===== src/rtl/text_map_engine.sv =====
// rtl/text_map_engine.sv - fill/scroll sequencer and CPU arbiter for the text-map BRAM port a
module text_map_engine #(
  parameter int COLS = 80,
  parameter int ROWS = 30,
  parameter int AW   = $clog2(COLS*ROWS)
) (
  input  logic          clk_i,
  input  logic          rstn_i,
  input  logic          cmd_valid_i,
  output logic          cmd_ready_o,
  input  logic          cmd_op_i,
  input  logic [AW-1:0] cmd_start_i,
  input  logic [AW-1:0] cmd_len_i,
  input  logic [7:0]    cmd_ch_i,
  input  logic [7:0]    cmd_col_i,
  output logic          busy_o,
  output logic          done_o,
  input  logic          cpu_req_i,
  input  logic          cpu_we_i,
  input  logic          cpu_sel_i,
  input  logic [AW-1:0] cpu_addr_i,
  input  logic [7:0]    cpu_wdata_i,
  output logic [7:0]    cpu_rdata_o,
  output logic          cpu_rvalid_o,
  output logic [AW-1:0] ch_addr_o,
  output logic [AW-1:0] col_addr_o,
  output logic [7:0]    ch_wdata_o,
  output logic [7:0]    col_wdata_o,
  output logic          ch_wen_o,
  output logic          col_wen_o,
  input  logic [7:0]    ch_rdata_i,
  input  logic [7:0]    col_rdata_i
);

  localparam logic [AW-1:0] LAST_CELL = AW'(COLS*ROWS-1);
  localparam logic [AW-1:0] LAST_ROW  = AW'(COLS*(ROWS-1));
  localparam logic [AW-1:0] SCR_END   = AW'(COLS*(ROWS-1)-1);
  localparam logic [AW-1:0] ROW_STEP  = AW'(COLS);
  localparam logic [AW-1:0] ONE       = AW'(1);

  typedef enum logic [2:0] {
    IDLE, FILL, SCR_RD, SCR_CAP, SCR_WR, SCR_FILL, DONE
  } state_t;

  state_t        state, state_nx;
  logic [AW-1:0] ptr, ptr_nx;
  logic [AW-1:0] cnt, cnt_nx;
  logic [7:0]    fill_ch, fill_col;
  logic [7:0]    hold_ch, hold_col;
  logic          rd_valid, rd_sel;

  logic [AW-1:0] eng_addr;
  logic [7:0]    eng_ch_wdata, eng_col_wdata;
  logic          eng_wen;

  always_ff @(posedge clk_i) begin
    if (!rstn_i) begin
      state    <= IDLE;
      ptr      <= '0;
      cnt      <= '0;
      fill_ch  <= '0;
      fill_col <= '0;
      hold_ch  <= '0;
      hold_col <= '0;
      rd_valid <= 1'b0;
      rd_sel   <= 1'b0;
    end else begin
      state <= state_nx;
      ptr   <= ptr_nx;
      cnt   <= cnt_nx;
      if (state == IDLE && cmd_valid_i) begin
        fill_ch  <= cmd_ch_i;
        fill_col <= cmd_col_i;
      end
      // rdata here answers the SCR_RD read, regardless of any CPU access now
      if (state == SCR_CAP) begin
        hold_ch  <= ch_rdata_i;
        hold_col <= col_rdata_i;
      end
      rd_valid <= cpu_req_i & ~cpu_we_i;
      rd_sel   <= cpu_sel_i;
    end
  end

  always_comb begin
    state_nx      = state;
    ptr_nx        = ptr;
    cnt_nx        = cnt;
    eng_addr      = '0;
    eng_ch_wdata  = '0;
    eng_col_wdata = '0;
    eng_wen       = 1'b0;
    case (state)
      IDLE: begin
        if (cmd_valid_i) begin
          if (cmd_op_i) begin
            state_nx = SCR_RD;
            ptr_nx   = '0;
          end else if (cmd_len_i == '0) begin
            state_nx = DONE;
          end else begin
            state_nx = FILL;
            ptr_nx   = cmd_start_i;
            cnt_nx   = cmd_len_i;
          end
        end
      end
      FILL, SCR_FILL: begin
        eng_addr      = ptr;
        eng_ch_wdata  = fill_ch;
        eng_col_wdata = fill_col;
        eng_wen       = 1'b1;
        if (!cpu_req_i) begin
          // clamp at the last cell rather than wrapping
          if (ptr >= LAST_CELL || (state == FILL && cnt == ONE)) begin
            state_nx = DONE;
          end else begin
            ptr_nx = ptr + ONE;
            cnt_nx = cnt - ONE;
          end
        end
      end
      SCR_RD: begin
        eng_addr = ptr + ROW_STEP;
        if (!cpu_req_i) state_nx = SCR_CAP;
      end
      SCR_CAP: state_nx = SCR_WR;
      SCR_WR: begin
        eng_addr      = ptr;
        eng_ch_wdata  = hold_ch;
        eng_col_wdata = hold_col;
        eng_wen       = 1'b1;
        if (!cpu_req_i) begin
          if (ptr == SCR_END) begin
            state_nx = SCR_FILL;
            ptr_nx   = LAST_ROW;
          end else begin
            state_nx = SCR_RD;
            ptr_nx   = ptr + ONE;
          end
        end
      end
      DONE:    state_nx = IDLE;
      default: state_nx = IDLE;
    endcase
  end

  assign ch_addr_o    = cpu_req_i ? cpu_addr_i : eng_addr;
  assign col_addr_o   = cpu_req_i ? cpu_addr_i : eng_addr;
  assign ch_wdata_o   = cpu_req_i ? cpu_wdata_i : eng_ch_wdata;
  assign col_wdata_o  = cpu_req_i ? cpu_wdata_i : eng_col_wdata;
  assign ch_wen_o     = cpu_req_i ? (cpu_we_i & ~cpu_sel_i) : eng_wen;
  assign col_wen_o    = cpu_req_i ? (cpu_we_i & cpu_sel_i) : eng_wen;

  assign cpu_rvalid_o = rd_valid;
  assign cpu_rdata_o  = rd_valid ? (rd_sel ? col_rdata_i : ch_rdata_i) : 8'h00;

  assign cmd_ready_o  = (state == IDLE);
  assign busy_o       = (state != IDLE) && (state != DONE);
  assign done_o       = (state == DONE);

endmodule


===== config.mk =====
export PLATFORM = sky130hd
export DESIGN_NAME = text_map_engine
export DESIGN_NICKNAME = d
export VERILOG_FILES = /design/src/rtl/text_map_engine.sv
export SDC_FILE = /design/constraint.sdc
export NUM_CORES = 1
export LEC_CHECK = 0
export CORE_MARGIN = 2
export CORE_UTILIZATION = 36
export CTS_CLUSTER_DIAMETER = 100
export DETAILED_ROUTE_END_ITERATION = 10
export DONT_BUFFER_PORTS = 1
export HOLD_SLACK_MARGIN = 0.12
export REMOVE_ABC_BUFFERS = 1
export SLEW_MARGIN = 15
export SYNTH_ARGS = -nofsm -noshare
export SYNTH_HDL_FRONTEND = slang
export SYNTH_SLANG_ARGS = --single-unit

===== constraint.sdc =====
create_clock -name clk_i -period 3.3 [get_ports clk_i]
set_input_delay 0.825 -clock clk_i [delete_from_list [all_inputs] [get_ports clk_i]]
set_output_delay 0.825 -clock clk_i [all_outputs]
set_load 0.01 [all_outputs]

Yosys cells after proc, flatten, opt, wreduce, memory -nomap -nowiden

Cells that the tools add are included.

Register bits: 61
Output and inout port bits: 54
Input bits: 83
Logic and storage cells: 84

Eq/ne operators: 18
Magnitude comparators: 1
Mux-type cells: 34
Reduce and logical (&&, ||, !) cells: 14
$add $sub $neg: 3
Bitwise operators: 5

Operators with widths:

| cell                                                                 | number |
|---|---|
| 12-bit 2-to-1 mux                                                    | 13 |
| 12-bit one-hot mux with 2 select lines                               | 2 |
| 12-bit one-hot mux with 3 select lines                               | 1 |
| 8-bit 2-to-1 mux                                                     | 4 |
| 8-bit one-hot mux with 2 select lines                                | 2 |
| 3-bit 2-to-1 mux                                                     | 8 |
| 2-bit inequality test, second input constant                         | 8 |
| 3-bit one-hot mux with 5 select lines                                | 1 |
| 12-bit by 1-bit adder with 12-bit output, second input constant      | 1 |
| 12-bit by 7-bit adder with 12-bit output, second input constant      | 1 |
| 12-bit by 1-bit == test with 1-bit output, second input constant     | 1 |
| 12-bit == test, second input constant                                | 1 |
| 12-bit greater-or-equal comparator, second input constant            | 1 |
| 12-bit zero test                                                     | 1 |
| 6-bit AND reduction                                                  | 2 |
| 12-bit by 1-bit subtractor with 12-bit output, second input constant | 1 |
| 3-bit == test, second input constant                                 | 3 |
| 3-bit by 2-bit == test with 1-bit output, second input constant      | 2 |
| 3-bit inequality test, second input constant                         | 2 |
| 3-bit nonzero test                                                   | 2 |
| 5-bit AND reduction                                                  | 1 |
| 1-bit AND                                                            | 3 |
| 3-bit by 1-bit == test with 1-bit output, second input constant      | 1 |
| 1-bit logical AND                                                    | 3 |
| other kinds (7)                                                      | 10 |

Longest topological paths before layout

Depth after elaboration: 6
Mapped depth: 9

Least setup slack after synthesis

No wires, ideal clock.

Path type: reg-to-output
From: register state[2]
To: output port col_addr_o[10]
Data arrival time: 1.865 ns
Stages on the path, launching flop included: 9
Path slack: 0.610 ns
Path through: dfxtp_1 > buf_2 > nor2_1 > and2_1 > clkbuf_1 > and3_1 > a21oi_1 > o21ai_0 > buf_4

Longest elaborated chain between the ends: 4
Elaborated cells between the ends (all ways): 7
Classes of those cells: 4 x eq/ne; 2 x mux; 1 x reduce/logical

RTL lines:

| element                                                                          | line | text |
|---|---|---|
| from (decl)                                                                      | 45   | `state_t state, state_nx;` |
| from (signal assigned)                                                           | 68   | `state <= state_nx;` |
| 3-bit by 1-bit == test with 1-bit output / 3-bit == test (equally long branches) | 93   | `case (state)` |
| 3-bit OR reduction (no source line)                                              | n/a  |  |
| 12-bit one-hot mux with 2 select lines *                                         | 93   |  |
| 12-bit 2-to-1 mux *                                                              | n/a  |  |
| to (decl)                                                                        | 26   | `output logic [AW-1:0] col_addr_o,` |

Mark *: on every way between the ends. The rest lies on a longest branch, timed or not.

Final worst setup path

From: register state[2]
To: output port ch_addr_o[8]

Longest elaborated chain between the ends: 4
Elaborated cells between the ends (all ways): 7
Classes of those cells: 4 x eq/ne; 2 x mux; 1 x reduce/logical

RTL lines:

| element                                                                          | line | text |
|---|---|---|
| 3-bit by 1-bit == test with 1-bit output / 3-bit == test (equally long branches) | 93   |  |
| 3-bit OR reduction (no source line)                                              | n/a  |  |
| 12-bit one-hot mux with 2 select lines *                                         | 93   |  |
| 12-bit 2-to-1 mux *                                                              | 148  | `assign ch_addr_o = cpu_req_i ? cpu_addr_i : eng_addr;` |
| to (decl)                                                                        | 25   | `output logic [AW-1:0] ch_addr_o,` |

Marked as above.

==> results.yml <==
status:
  status: "finished clean"
yosys:
  synth_area_per_cell_sq_um: 7.28
  synth-adder-area-share_pct: 1.81
  synth_top_family_by_area: "simple AND/OR/NAND/NOR gates"
  async_flop_share_pct: 0
  yosys.area_share.simple_pct: 27.6
  synth_xor_area_share_pct: 1.48
  synth_seq_cells: 61
  syn_area_sq_um: 4160
  postSynthCellCount: 571
  synth_edf_count: 0
  ys_dominant_reg_cell: "dfxtp_1"
  synthMuxAreaShare_pct: 3.49
  synth_compound_area_share_pct: 27.3
  ys.warnings.count: 0
  netlist-cell-type-count: 68
  synth-seq-area-share_pct: 29.4
clock_network:
  cts_tree: "done"
  cts_hold_buf: 0
  clockBufferDepth: 2
  cts_buffers: 9
  cts_sinks: 61
  cts_max_level: 3
  clk_transition_reported_paths_ps: 50
  worstSkewPairLatency_ps: 330
  post_cts_resized: 0
  cts_setup_buffers: 0
  clock-root-buffer: "clkbuf_16"
placed_design:
  io_buffers: 0
  dp_hpwl_um: 8760
  place_congestion: 0.863
  place_area_sq_um: 4170
layout:
  ff_latch_area_sq_um: 1220
  drive_gt1_share_pct: 10.0
  antenna_cells: 0
  multi_input_area_sq_um: 2570
  layout.nets: 635
  finish.instance_area_sq_um: 4510
  fill_cells: 1191
  syn2layout_area_growth_pct: 8.49
detailed_routing:
  viasPerCell: 5.91
  firstDrtPassIters: 5
  drtIter0Drc: 309
  drt-total-wl_um: 12500
  avgRoutedWirePerCell_um: 18.0
  drtAntennaViolNets: 0
  drc: 0
  routed-via-count: 4095
die:
  die_y_um: 111
  core_area_sq_um: 11300
  die_area_sq_um: 12400
  io_pins: 137
  num_rows: 39
  die_w_um: 111
  start_util_pct: 36.7
timing:
  tightest_slew_ps: 656
  drv_slew: 0
  max_freq_mhz: 331
  max_slew_margin_pct: 56.2
  hold_viol: 0
  rsz0062_at_grt: "false"
  setup_viol_count_final: 0
  clock_skew_ps: 5.95
  final.period_utilization_pct: 91.7
  setup_tns_ps: 0
  fin_crit_ps: 3020
setup_path:
  worst_r2r_startpoint: "ptr[0]"
  r2r_cells: 7
  end_kind: "output port"
  arrival_ps: 2200
  crit_type: "register to output port"
  startpoint: "state[2]"
  worstSetupStartpointType: "register"
  path_max_fanout: 9
  crit_required_ps: 2470
pwr:
  p_sw_share_pct: 42.8
  power_density_nw_per_um2: 900
  clock_power_share_pct: 26.3
  p_leak_nw: 1.65
  internal_power_mw: 2.32
  peakVddDrop_mv: 0.387
  p_sw_mw: 1.74
  seqPwrFrac_pct: 28.7
  pwr-share-comb_pct: 45.0
grt:
  grt_use_total_pct: 20.1
  grt_pass1_vias: 3991
  grt-ovfl-total: 0
  grt_pass1_wl_um: 20400
  grt_max_degree: 51
  grt_antenna_before_repair: 0
min_path:
  hold_path.class: "register to register"
  min_path_cells: 2
  holdCritStartpoint: "fill_col[1]"
flow_run:
  drv_cap: 0
[per-stage QoR]
stage / worst slack (ps) / total power [mW] / util [%] / std cells / hold WS, ps
2_1_floorplan: 502 / 2.45 / - / 514 / 436
3_3_place_gp: 591 / 2.93 / 36.9 / 678 / 443
3_5_place_dp: 608 / 2.98 / 36.9 / 678 / 450
4_1_cts: 302 / 4.06 / 39.8 / 693 / 457
5_1_grt: 45.1 / 4.35 / 39.8 / 693 / 475
6_report: 275 / 4.06 / 39.8 / 693 / 455
[synthesized netlist by cell type (2+ instances only)]
cell type / n / share of area, %
nor2_1: 62 / 5.6
nor2b_1: 10 / 1.5
and4_1: 2 / 0.42
nand3_1: 13 / 1.6
clkbuf_2: 3 / 0.36
buf_2: 4 / 0.48
nand2_1: 113 / 10
nor3_1: 14 / 1.7
inv_1: 12 / 1.1
dfxtp_1: 61 / 29
a211oi_1: 2 / 0.36
a211oi_2: 4 / 1.2
xor2_1: 3 / 0.63
nor3b_1: 5 / 0.90
or3_1: 2 / 0.30
o21ai_0: 26 / 3.1
a32o_1: 6 / 1.4
and2_1: 5 / 0.75
clkbuf_1: 26 / 2.3
nand2b_1: 2 / 0.30
o31ai_1: 5 / 0.90
nor4_1: 5 / 0.75
o211ai_1: 4 / 0.72
buf_4: 14 / 2.5
ha_1: 6 / 1.8
mux2i_1: 13 / 3.1
o21ai_1: 4 / 0.48
nand4_1: 4 / 0.60
o22ai_1: 5 / 0.75
buf_1: 4 / 0.36
xnor2_1: 4 / 0.84
a21oi_1: 53 / 6.4
buf_6: 6 / 1.6
a41oi_1: 2 / 0.42
o21a_1: 2 / 0.36
and3_1: 7 / 1.1
a31o_1: 2 / 0.42
a221oi_1: 17 / 3.6
a22oi_1: 7 / 1.3
a31oi_1: 4 / 0.60
[routing by layer]
| layer | wire length (um) | part of all wire, % | track usage (%) | vias up |
|---|---|---|---|---|
| met4 | 337 | 2.7 | 7.90 | 0 |
| met3 | 950 | 7.6 | 3.86 | 28 |
| li1 | - | - | - | 1969 |
| met2 | 5810 | 47 | 33.5 | 207 |
| met5 | 0 | 0 | 0 | - |
| met1 | 5350 | 43 | 25.8 | 1891 |
[critical path: stages, from the launching register on]
cell	delay [ps]
dfxtp_1	400
nor2_1	460
and2_1	390
a21oi_1	110
nor2b_1	120
nor2_1	60
o21ai_1	350
[registers in the layout, indices dropped and copies added (netlist names)]
name	flops
state	3
cnt	12
fill_col	8
rd_sel	1
cpu_rvalid_o	1
ptr	12
fill_ch	8
hold_ch	8
hold_col	8
[layout make-up]
class,count,area share [%]
flip-flops and latches,61,27.1
repair buffers,21,3.50
well taps,143,3.97
clock inverters,3,1.50
multi-input cells,440,57.0
inverters,13,1.08
clock buffers,12,5.91
[cells in the final DEF (no fill, tap or decap), types with 5 or more instances in the layout]
master / n
nand2_1: 113
nor3b_1: 5
ha_1: 6
o21ai_0: 26
nor4_1: 5
nor2b_1: 9
dfxtp_1: 61
and3_1: 7
buf_4: 21
inv_1: 12
o31ai_1: 5
nor2_1: 62
a221oi_1: 17
a21oi_1: 53
a22oi_1: 7
and2_1: 5
mux2i_1: 13
o22ai_1: 5
clkbuf_16: 9
nor3_1: 14
a32o_1: 6
nand3_1: 13
[path summary, 6_finish.rpt]
check                               endpoint  slack (ps)
worst min register to register   fill_col[1]         450
worst min-delay path             fill_col[1]         450
worst max register to register       ptr[10]         710
worst max-delay path            ch_addr_o[8]         280
[power by group through the flow]
stage / logic, mW / clock network [mW] / registers [mW]
after detailed placement: 1.81 / 0 / 1.17
after global placement: 1.77 / 0 / 1.16
after CTS: 1.82 / 1.08 / 1.16
after floorplan: 1.32 / 0 / 1.14
after global routing: 2.04 / 1.11 / 1.20
final: 1.83 / 1.07 / 1.17
[cell families (layout without fill, tap and decap cells)]
kind of cell,after synthesis,after routing
AND/OR/NAND/NOR,250,250
multiplexers,14,14
buffers and inverters,70,49
XOR/XNOR,7,7
flip-flops,61,61
AO/OA/AOI/OAI,163,163
adder cells (fa/ha/maj),6,6
(Power assumes the default switching activity.)
